[config.mk]
export PLATFORM = sky130hd
export DESIGN_NAME = mem_port_arbiter
export DESIGN_NICKNAME = d
export VERILOG_FILES = /design/src/rtl/mem_port_arbiter.sv
export SDC_FILE = /design/constraint.sdc
export NUM_CORES = 1
export LEC_CHECK = 0
export ABC_AREA = 1
export CORE_UTILIZATION = 41
export DETAILED_ROUTE_END_ITERATION = 7
export PLACE_DENSITY = 0.85
export SLEW_MARGIN = 0
export SYNTH_ARGS = -nofsm -noshare
export SYNTH_HDL_FRONTEND = slang
export SYNTH_SLANG_ARGS = --single-unit
[constraint.sdc]
create_clock -name clk -period 2 [get_ports clk]
set_clock_uncertainty 0.05 [all_clocks]
set_input_delay 0.6 -clock clk [delete_from_list [all_inputs] [get_ports clk]]
set_output_delay 0.6 -clock clk [all_outputs]
set_load 0.05 [all_outputs]
[src/rtl/mem_port_arbiter.sv]
// Shares one word-wide memory port between I-cache and D-cache line bursts.
// Round-robin grant, one owner per whole line, per-beat addressing and read return.
module mem_port_arbiter #(
  parameter int unsigned ADDR_W     = 32,
  parameter int unsigned DATA_W     = 32,
  parameter int unsigned LINE_WORDS = 4
) (
  input  logic              clk,
  input  logic              rst,
  // I-cache port (read only)
  input  logic              i_req,
  input  logic [ADDR_W-1:0] i_addr,
  output logic [DATA_W-1:0] i_rdata,
  output logic              i_rvalid,
  output logic              i_done,
  // D-cache port
  input  logic              d_req,
  input  logic              d_we,
  input  logic [ADDR_W-1:0] d_addr,
  input  logic [DATA_W-1:0] d_wdata,
  output logic              d_wready,
  output logic [DATA_W-1:0] d_rdata,
  output logic              d_rvalid,
  output logic              d_done,
  // Memory port
  output logic              mem_req,
  output logic              mem_we,
  output logic [ADDR_W-1:0] mem_addr,
  output logic [DATA_W-1:0] mem_wdata,
  input  logic              mem_ack,
  input  logic [DATA_W-1:0] mem_rdata
);

  localparam int unsigned BeatW = $clog2(LINE_WORDS);
  localparam int unsigned OffW  = BeatW + 2;
  localparam logic [BeatW-1:0] LastBeat = BeatW'(LINE_WORDS - 1);
  localparam logic OwnI = 1'b0;
  localparam logic OwnD = 1'b1;

  typedef enum logic [1:0] {StIdle, StXfer, StDone} state_e;

  state_e                 r_state, w_state_next;
  logic [ADDR_W-OffW-1:0] r_base, w_base_next;
  logic [BeatW-1:0]       r_beat, w_beat_next;
  logic                   r_owner, w_owner_next;
  logic                   r_we, w_we_next;
  logic                   r_last, w_last_next;

  logic [DATA_W-1:0]      r_i_rdata, r_d_rdata;
  logic                   r_i_rvalid, r_d_rvalid;

  logic                   w_grant_d;
  logic                   w_xfer;
  logic                   w_rd_ack;
  logic                   w_unused;

  // Line offset bits of the request addresses are intentionally ignored.
  assign w_unused = ^{i_addr[OffW-1:0], d_addr[OffW-1:0]};

  // D wins if it is alone, or on a tie when I was served last.
  assign w_grant_d = d_req && (!i_req || (r_last == OwnI));
  assign w_xfer    = (r_state == StXfer);
  assign w_rd_ack  = w_xfer && mem_ack && !r_we;

  always_comb begin
    w_state_next = r_state;
    w_base_next  = r_base;
    w_beat_next  = r_beat;
    w_owner_next = r_owner;
    w_we_next    = r_we;
    w_last_next  = r_last;
    unique case (r_state)
      StIdle: begin
        if (i_req || d_req) begin
          w_state_next = StXfer;
          w_owner_next = w_grant_d ? OwnD : OwnI;
          w_base_next  = w_grant_d ? d_addr[ADDR_W-1:OffW] : i_addr[ADDR_W-1:OffW];
          w_we_next    = w_grant_d && d_we;
          w_beat_next  = '0;
        end
      end
      StXfer: begin
        if (mem_ack) begin
          w_beat_next = r_beat + 1'b1;
          if (r_beat == LastBeat) begin
            w_state_next = StDone;
          end
        end
      end
      StDone: begin
        w_last_next  = r_owner;
        w_state_next = StIdle;
      end
      default: w_state_next = StIdle;
    endcase
  end

  always_ff @(posedge clk) begin
    if (rst) begin
      r_state <= StIdle;
      r_base  <= '0;
      r_beat  <= '0;
      r_owner <= OwnI;
      r_we    <= 1'b0;
      r_last  <= OwnI;
    end else begin
      r_state <= w_state_next;
      r_base  <= w_base_next;
      r_beat  <= w_beat_next;
      r_owner <= w_owner_next;
      r_we    <= w_we_next;
      r_last  <= w_last_next;
    end
  end

  // Read return: captured on the ack edge, presented to the owner one cycle later.
  always_ff @(posedge clk) begin
    if (rst) begin
      r_i_rdata  <= '0;
      r_d_rdata  <= '0;
      r_i_rvalid <= 1'b0;
      r_d_rvalid <= 1'b0;
    end else begin
      r_i_rvalid <= w_rd_ack && (r_owner == OwnI);
      r_d_rvalid <= w_rd_ack && (r_owner == OwnD);
      if (w_rd_ack && (r_owner == OwnI)) begin
        r_i_rdata <= mem_rdata;
      end
      if (w_rd_ack && (r_owner == OwnD)) begin
        r_d_rdata <= mem_rdata;
      end
    end
  end

  assign mem_req   = w_xfer;
  assign mem_we    = w_xfer && r_we;
  assign mem_addr  = w_xfer ? {r_base, r_beat, 2'b00} : '0;
  assign mem_wdata = d_wdata;

  assign d_wready  = w_xfer && mem_ack && (r_owner == OwnD) && r_we;

  assign i_rdata   = r_i_rdata;
  assign i_rvalid  = r_i_rvalid;
  assign d_rdata   = r_d_rdata;
  assign d_rvalid  = r_d_rvalid;

  assign i_done    = (r_state == StDone) && (r_owner == OwnI);
  assign d_done    = (r_state == StDone) && (r_owner == OwnD);

endmodule

After elaboration in Yosys (flattened, before gate mapping)
Cells that the tools add are included.

Word-level logic and storage cells: 49. Output and inout bits: 135. Flip-flop bits (word level): 101. Bits of input ports: 134.

Muxes and demuxes: 10. Bitwise gates (word level): 2. Reductions and logical operators: 20. $add $sub $neg: 1. Equality and inequality tests: 6.

Operators by type and width (count): 2-to-1 mux 32 bit (1); 2-to-1 mux 28 bit (1); logical AND 1 bit (11); 2-to-1 mux 2 bit (5); case mux 2 bit (2 select lines) (2); AND reduction 3 bit (2); equality test 2 bit, second input constant (2); != test 2 bit, second input constant (2); adder 2 x 1 -> 2 bit, second input constant (1); equality test 2 x 1 -> 1 bit, second input constant (1); zero test 1 bit (2); zero test 2 bit (1); logical OR 1 bit (2); != test 2 x 1 -> 1 bit, second input constant (1); NOT 1 bit (2); AND reduction 2 bit (1); nonzero test 2 bit (1); 2-to-1 mux 1 bit (1).

Longest topological paths before layout
Gate-level depths: netlist of the first run.

Depth after elaboration: 4. Mapped depth: 8.

Worst setup path before layout of the first run
Ideal clock, no wire load.

Path type: flip-flop to output port. Start point: register r_owner. End point: output d_wready. Path slack: -0.680 ns. Arrival time: 2.030 ns. Buffers on the path: 2. Cell stages (with the launch flop): 5. Data required time: 1.350 ns. Cell sequence: dfxtp_1 -> buf_2 -> clkinv_1 -> clkbuf_1 -> nor3_1.

Cells in the longest elaborated chain, start to end: 2.

Ends and longest elaborated chain: start, declared (line 45) `logic r_owner, w_owner_next;`; start signal, assigned (line 103) `r_owner <= OwnI;`; start signal, assigned (line 110) `r_owner <= w_owner_next;`; logical AND 1 bit (2 in series) (line 140) `assign d_wready = w_xfer && mem_ack && (r_owner == OwnD) && r_we;`; end, declared (line 21) `output logic d_wready,`.

No other way between the ends.

Worst setup path after layout of the first run
Start point: register r_state[0]. End point: output mem_addr[20].

Cells in the longest elaborated chain, start to end: 2.

Ends and longest elaborated chain: start, declared (line 42) `state_e r_state, w_state_next;`; start signal, assigned (line 100) `r_state <= StIdle;`; start signal, assigned (line 107) `r_state <= w_state_next;`; equality test 2 x 1 -> 1 bit (line 62) `assign w_xfer = (r_state == StXfer);`; 2-to-1 mux 32 bit (line 137) `assign mem_addr = w_xfer ? {r_base, r_beat, 2'b00} : '0;`; end, declared (line 28) `output logic [ADDR_W-1:0] mem_addr,`.

No other way between the ends.

==> results of run 1 <==
-- cells in the mapped netlist (3+ instances only) --
cell type,number
buf_4,35
a21oi_2,16
nand2_2,16
dfxtp_1,101
buf_2,5
nand3_1,68
clkbuf_1,14
a21oi_1,13
inv_1,197
buf_6,15
buf_1,9
o21ai_0,30
nor2_1,137
nand2_1,176
nor3_1,3
-- layout by cell type, fill, tap and decap left out, drive strengths merged --
cell,n
a21oi,29
buf,132
bufinv,3
clkbuf,11
clkdlybuf4s15,1
clkdlybuf4s50,92
clkinv,3
conb,2
dfxtp,101
ha,1
inv,199
nand2,192
nand3,69
nand4,4
nor2,140
nor3,3
o21ai,30
-- power by group through the flow --
stage          Clock [uW]  Sequential (uW)  Combinational, uW
2_1_floorplan           0             2600               1220
3_3_place_gp            0             2300               1940
3_5_place_dp            0             2310               1960
4_1_cts              2090             2260               2040
5_1_grt              2170             2290               2240
6_report             2040             2270               2060
-- how the worst max path moves through the flow --
stage | from | endpoint | slack (ns) | cells after the start
5_1_grt | r_state[0]$_SDFFE_PP0P_ | mem_addr[20] | -0.06 | 6
4_1_cts | r_state[0]$_SDFFE_PP0P_ | mem_addr[9] | -0.02 | 6
6_report | r_state[0]$_SDFFE_PP0P_ | mem_addr[20] | -0.02 | 6
2_1_floorplan | r_owner$_SDFFE_PP0P_ | d_wready | -0.1 | 4
3_3_place_gp | mem_ack | d_wready | -0.19 | 4
3_5_place_dp | mem_ack | d_wready | -0.21 | 4
-- what timing repair did --
item / 4_1_cts / 5_1_grt
pin swaps: 6 / 2
setup endpoints to repair: 34 / 32
buffers inserted: 3 / 2
gates resized for setup: 42 / 12
cloned: 1 / 0
endpoints found under the hold margin: 0 / 0
hold buffers: 0 / 0
-- worst register-to-register path: cells and delay by family, from the launching register on --
kind | cells | cell delay, ns
AND/OR/NAND/NOR | 4 | 0.39
AO/OA/AOI/OAI | 1 | 0.12
buffers and inverters | 4 | 0.50
flip-flops | 1 | 0.34
-- registers in the layout (all words and copies together), names as in the netlist, 2 cells and up --
register  flops
d_rdata      32
i_rdata      32
r_base       28
r_beat        2
r_state       2
-- per-stage QoR --
step / cell area, sq um / hold WS [ns] / TNS, ns
floorplan: 5717 / 0.4264 / -0.1668
global placement: 7423 / 0.4431 / -2.996
detailed placement: 7423 / 0.4450 / -4.262
CTS: 7945 / 0.4580 / -0.2045
global route: 8006 / 0.4849 / -1.266
finish: 8006 / 0.4516 / -0.1022
-- final cells by class --
class / instances / area (sq um)
clock buffer: 11 / 252.7
clock inverter: 4 / 95.09
fill: 1113 / 4767
inverter: 201 / 763.2
multi-input combinational: 470 / 2376
sequential: 101 / 2026
tap: 172 / 215.2
timing repair buffer: 225 / 2278
-- layer usage --
| metal | global-route usage, % | vias to the layer above |
|---|---|---|
| met1 | 24.67 | 2288 |
| met2 | 38.78 | 192 |
| met3 | 6.746 | 13 |
| met5 | 0 | - |
| met4 | 6.920 | 0 |
| li1 | - | 2740 |
-- logic make-up (layout without fill, tap and decap cells) --
logic type                 Yosys count  count (layout)  share of synthesized area, %
and+or+nand+nor                    408             408                         32.15
buffers and inverters              279             441                         23.85
DFF                                101             101                         37.17
AOI/OAI and AO/OA                   59              59                         6.532
adders and majority gates            1               1                        0.2300
other                                1               2                       0.06893
==> flow_metrics.py, run 1 <==
metrics = {
    "die": {
        "die_width_um": 117.2,
        "core_area_sq_mm": 0.01277,
        "ioPinCount": 269,
        "die_h_um": 117.2,
        "num_rows": 41,
        "fp.dieArea_sq_mm": 0.01373,
        "start_util_pct": 42.59,
    },
    "worst_setup_path": {
        "slowest_delay_ns": 0.36,
        "cp_num_buf_inv": 4,
        "cp-start-kind": "flop",
        "path_cells": "inv_4 -> nor2_8 -> inv_6 -> buf_12 -> nor2_4 -> buf_8",
        "r2r-start": "r_state[0]$_SDFFE_PP0P_",
        "critical_path_arrival_ns": 1.37,
        "r2r_cells": 9,
        "cp_slowest_cell": "dfxtp_2",
        "cp_max_fo": 12,
        "crit_type": "flop to output port",
        "rrSetupSlack_ns": 0.49,
        "critPathTopFamily": "buffers and inverters",
        "cp.required_ns": 1.35,
        "endpoint_kind": "output port",
        "worstReg2RegEnd": "r_base[15]$_SDFFE_PP0P_",
    },
    "drt": {
        "ant_nets": 0,
        "drt-initial-drc-count": 335,
        "wire_per_inst_um": 12.13,
        "met2WireLength_um": 7245,
        "wl_met1_um": 5735,
        "via_count": 5233,
        "route.met3.wl_um": 1197,
        "top_layer_used": "met4",
        "drc": 0,
        "wl_um": 14360,
        "drtPass1Iterations": 6,
        "via_per_inst": 4.420,
    },
    "grt": {
        "grt_pass1_wl_um": 23000,
        "antenna_found_initial": 0,
        "grt_max_degree": 46,
        "grt_pass1_vias": 4783,
        "grt_usage_pct": 21.75,
        "grt-ovfl-total": 0,
    },
    "clock_tree": {
        "path_clk_slew_ns": 0.07,
        "cts_tree": "done",
        "clk_path_buf_depth": 2,
        "cts_buffers": 9,
        "cts.sinks": 101,
        "clk_latency_ns": 0.35,
        "clock-root-buffer": "clkbuf_16",
        "ctsHtreeMaxLevel": 3,
    },
    "cells_and_area": {
        "synthToLayoutAreaGrowth_pct": 47.17,
        "stdcell_count": 1184,
        "fin_nets": 1143,
        "utilization_pct": 62.68,
        "diodes": 0,
        "drive_gt1_share_pct": 22.43,
    },
    "logic_synthesis": {
        "synth.distinct_cells": 24,
        "avgSynthCellArea_sq_um": 6.408,
        "async_reset_ff_share_pct": 0,
        "yosys.area.top_type": "dfxtp_1",
        "synth_edf_count": 0,
        "netlist_top_cells_area": "dfxtp_1 (37%), inv_1 (14%), nand2_1 (12%)",
        "syn-cell-area_sq_mm": 0.005440,
        "yosys_warnings": 0,
        "synth_ff_type": "dfxtp_1",
        "ys_ff_latch": 101,
        "yosys.area.top_type_share_pct": 37.17,
        "syn_inst": 849,
        "synth-seq-area-share_pct": 37.17,
    },
    "placed_design": {
        "gp_congestion": 0.7627,
        "port_buffers": 194,
        "dp_hpwl_um": 10230,
        "pre_cts_slack_ns": -0.2111,
        "dp_cells": 1164,
    },
    "sta": {
        "finalCritPeriodShare_pct": 101.0,
        "rsz0062_at_grt": "yes",
        "min_period_ns": 2.020,
        "fmax_mhz": 495.0,
        "layout_setup_ws_ns": -0.02022,
        "hold_violations": 0,
        "setup_violations": 14,
        "maxSlewViolCount": 0,
    },
    "min_path": {
        "min-delay-path-class": "flop to flop",
        "min_from": "r_beat[1]$_SDFFE_PP0P_",
        "hold_depth": 2,
        "holdPathEnd": "r_beat[1]$_SDFFE_PP0P_",
    },
    "status": {
        "status": "finished with violations",
        "failed_checks": "negative setup slack",
    },
    "power": {
        "seqPwrFrac_pct": 35.5,
        "p_int_uw": 4260,
        "p_sw_uw": 2115,
        "power_frac_comb_pct": 32.4,
        "clkPwrFrac_pct": 32.1,
        "finalPower_uw": 6375,
        "p_leak_uw": 0.003861,
        "swShare_pct": 33.18,
        "peakVddDrop_v": 0.0004948,
        "power_density_mw_per_mm2": 796.2,
    },
    "job": {
        "drv_cap": 0,
    },
}
Power figures use the tool's default switching activity.
==> inputs of run 2 (changes only) <==
--- a/config.mk
+++ b/config.mk
@@ -8,6 +8,7 @@
 export ABC_AREA = 1
 export CORE_UTILIZATION = 41
 export DETAILED_ROUTE_END_ITERATION = 7
+export MAX_ROUTING_LAYER = met4
 export PLACE_DENSITY = 0.85
 export SLEW_MARGIN = 0
 export SYNTH_ARGS = -nofsm -noshare
==> flow_metrics.py, run 2 (same netlist as run 1, synthesis figures left out) <==
metrics = {
    "status": {
        "status": "finished with violations",
        "failed_checks": "negative setup slack",
    },
    "placed_design": {
        "port_buffers": 194,
        "gp_congestion": 0.7728,
        "dp_cells": 1164,
        "dp_hpwl_um": 10230,
        "pre_cts_slack_ns": -0.2111,
    },
    "grt": {
        "grt_pass1_vias": 4787,
        "grt_usage_pct": 22.43,
        "antenna_found_initial": 0,
        "grt_max_degree": 46,
        "grt_pass1_wl_um": 22960,
        "grt-ovfl-total": 0,
    },
    "die": {
        "fp.dieArea_sq_mm": 0.01373,
        "core_area_sq_mm": 0.01277,
        "start_util_pct": 42.59,
        "ioPinCount": 269,
        "num_rows": 41,
        "die_width_um": 117.2,
        "die_h_um": 117.2,
    },
    "cells_and_area": {
        "synthToLayoutAreaGrowth_pct": 47.17,
        "final_cell_mix": "inv_1 (194), nand2_1 (176), nor2_1 (105), dfxtp_1 (98), clkdlybuf4s50_1 (92)",
        "final_common_cell": "inv_1",
        "fin_nets": 1143,
        "utilization_pct": 62.68,
        "drive_gt1_share_pct": 22.43,
        "stdcell_count": 1184,
        "diodes": 0,
    },
    "clock_tree": {
        "path_clk_slew_ns": 0.07,
        "cts_tree": "done",
        "clock-root-buffer": "clkbuf_16",
        "cts.sinks": 101,
        "cts_buffers": 9,
        "ctsHtreeMaxLevel": 3,
        "clk_path_buf_depth": 2,
        "clk_latency_ns": 0.35,
    },
    "drt": {
        "wl_um": 14400,
        "ant_nets": 0,
        "wire_per_inst_um": 12.16,
        "drtPass1Iterations": 4,
        "drc": 0,
        "via_count": 5230,
        "via_per_inst": 4.417,
        "drt-initial-drc-count": 332,
    },
    "power": {
        "power_density_mw_per_mm2": 796.3,
        "peakVddDrop_v": 0.0004953,
        "p_leak_uw": 0.003861,
        "finalPower_uw": 6376,
    },
    "sta": {
        "finalCritPeriodShare_pct": 101.0,
        "hold_violations": 0,
        "maxSlewViolCount": 0,
        "layout_setup_ws_ns": -0.01946,
        "fmax_mhz": 495.2,
        "setup_violations": 13,
        "min_period_ns": 2.019,
        "rsz0062_at_grt": "yes",
        "fin_setup_tns_ns": -0.09480,
    },
    "worst_setup_path": {
        "cp_max_fo": 12,
        "critical_path_arrival_ns": 1.37,
        "cp.required_ns": 1.35,
        "endpoint_kind": "output port",
        "slowest_delay_ns": 0.36,
        "cp_num_buf_inv": 4,
        "path_cells": "inv_4 -> nor2_8 -> inv_6 -> buf_12 -> nor2_4 -> buf_8",
        "cp-start-kind": "flop",
        "critPathTopFamily": "buffers and inverters",
        "cp_slowest_cell": "dfxtp_2",
        "crit_type": "flop to output port",
    },
    "min_path": {
        "min-delay-path-class": "flop to flop",
    },
    "job": {
        "drv_cap": 0,
    },
}
==> run 2: power breakdown <==
part | leakage, uW | internal [uW] | total, uW | switching [uW]
Sequential | 0.000828 | 2180 | 2270 | 86.5
Combinational | 0.00286 | 798 | 2060 | 1270
Clock | 0.000172 | 1280 | 2050 | 762
Total | 0.00386 | 4260 | 6380 | 2120
==> run 2: worst paths after layout <==
check	from	to	slack [ns]	depth (start not counted)
max	r_state[0]$_SDFFE_PP0P_	mem_addr[20]	-0.02	6
min	r_beat[1]$_SDFFE_PP0P_	r_beat[1]$_SDFFE_PP0P_	0.45	2
max reg2reg	r_state[0]$_SDFFE_PP0P_	r_base[4]$_SDFFE_PP0P_	0.49	9
min reg2reg	r_beat[1]$_SDFFE_PP0P_	r_beat[1]$_SDFFE_PP0P_	0.45	2
==> run 2: repair_timing <==
item                       in CTS  in global routing
resized for setup              42                 12
hold buffers                    0                  0
setup buffers                   3                  2
setup endpoints to repair      34                 32
pin swaps                       6                  2
cloned                          1                  0
hold endpoints to repair        0                  0
==> run 2: metal layers <==
metal  global-route usage [%]  vias up  wire length (um)
met5                        -        -                 0
met2                    38.75      199              7288
li1                         -     2735                 -
met1                    25.62     2287              5908
met3                    5.304        9              1036
met4                    6.920        0               161
==> run 2: area by class of cell <==
type                            instances  area [sq um]
Fill cell                            1112          4767
Multi-Input combinational cell        470          2376
Timing Repair Buffer                  225          2278
Sequential cell                       101          2026
Inverter                              201         763.2
Clock buffer                           11         252.7
Tap cell                              172         215.2
Clock inverter                          4         95.09
==> run 2: worst register-to-register path: stages, from the launching register on <==
cell and delay (ns):
dfxtp_2 0.34, inv_4 0.09, buf_4 0.11, buf_4 0.10
nand2_1 0.07, nor2_4 0.21, buf_12 0.19, nand2_1 0.09
a21oi_1 0.12, nor2_1 0.05
==> run 2: stage by stage <==
step | cell area, sq um | hold WS [ns]
global placement | 7423 | 0.4431
finish | 8006 | 0.4530
global route | 8006 | 0.4849
detailed placement | 7423 | 0.4450
CTS | 7945 | 0.4580
floorplan | 5717 | 0.4264
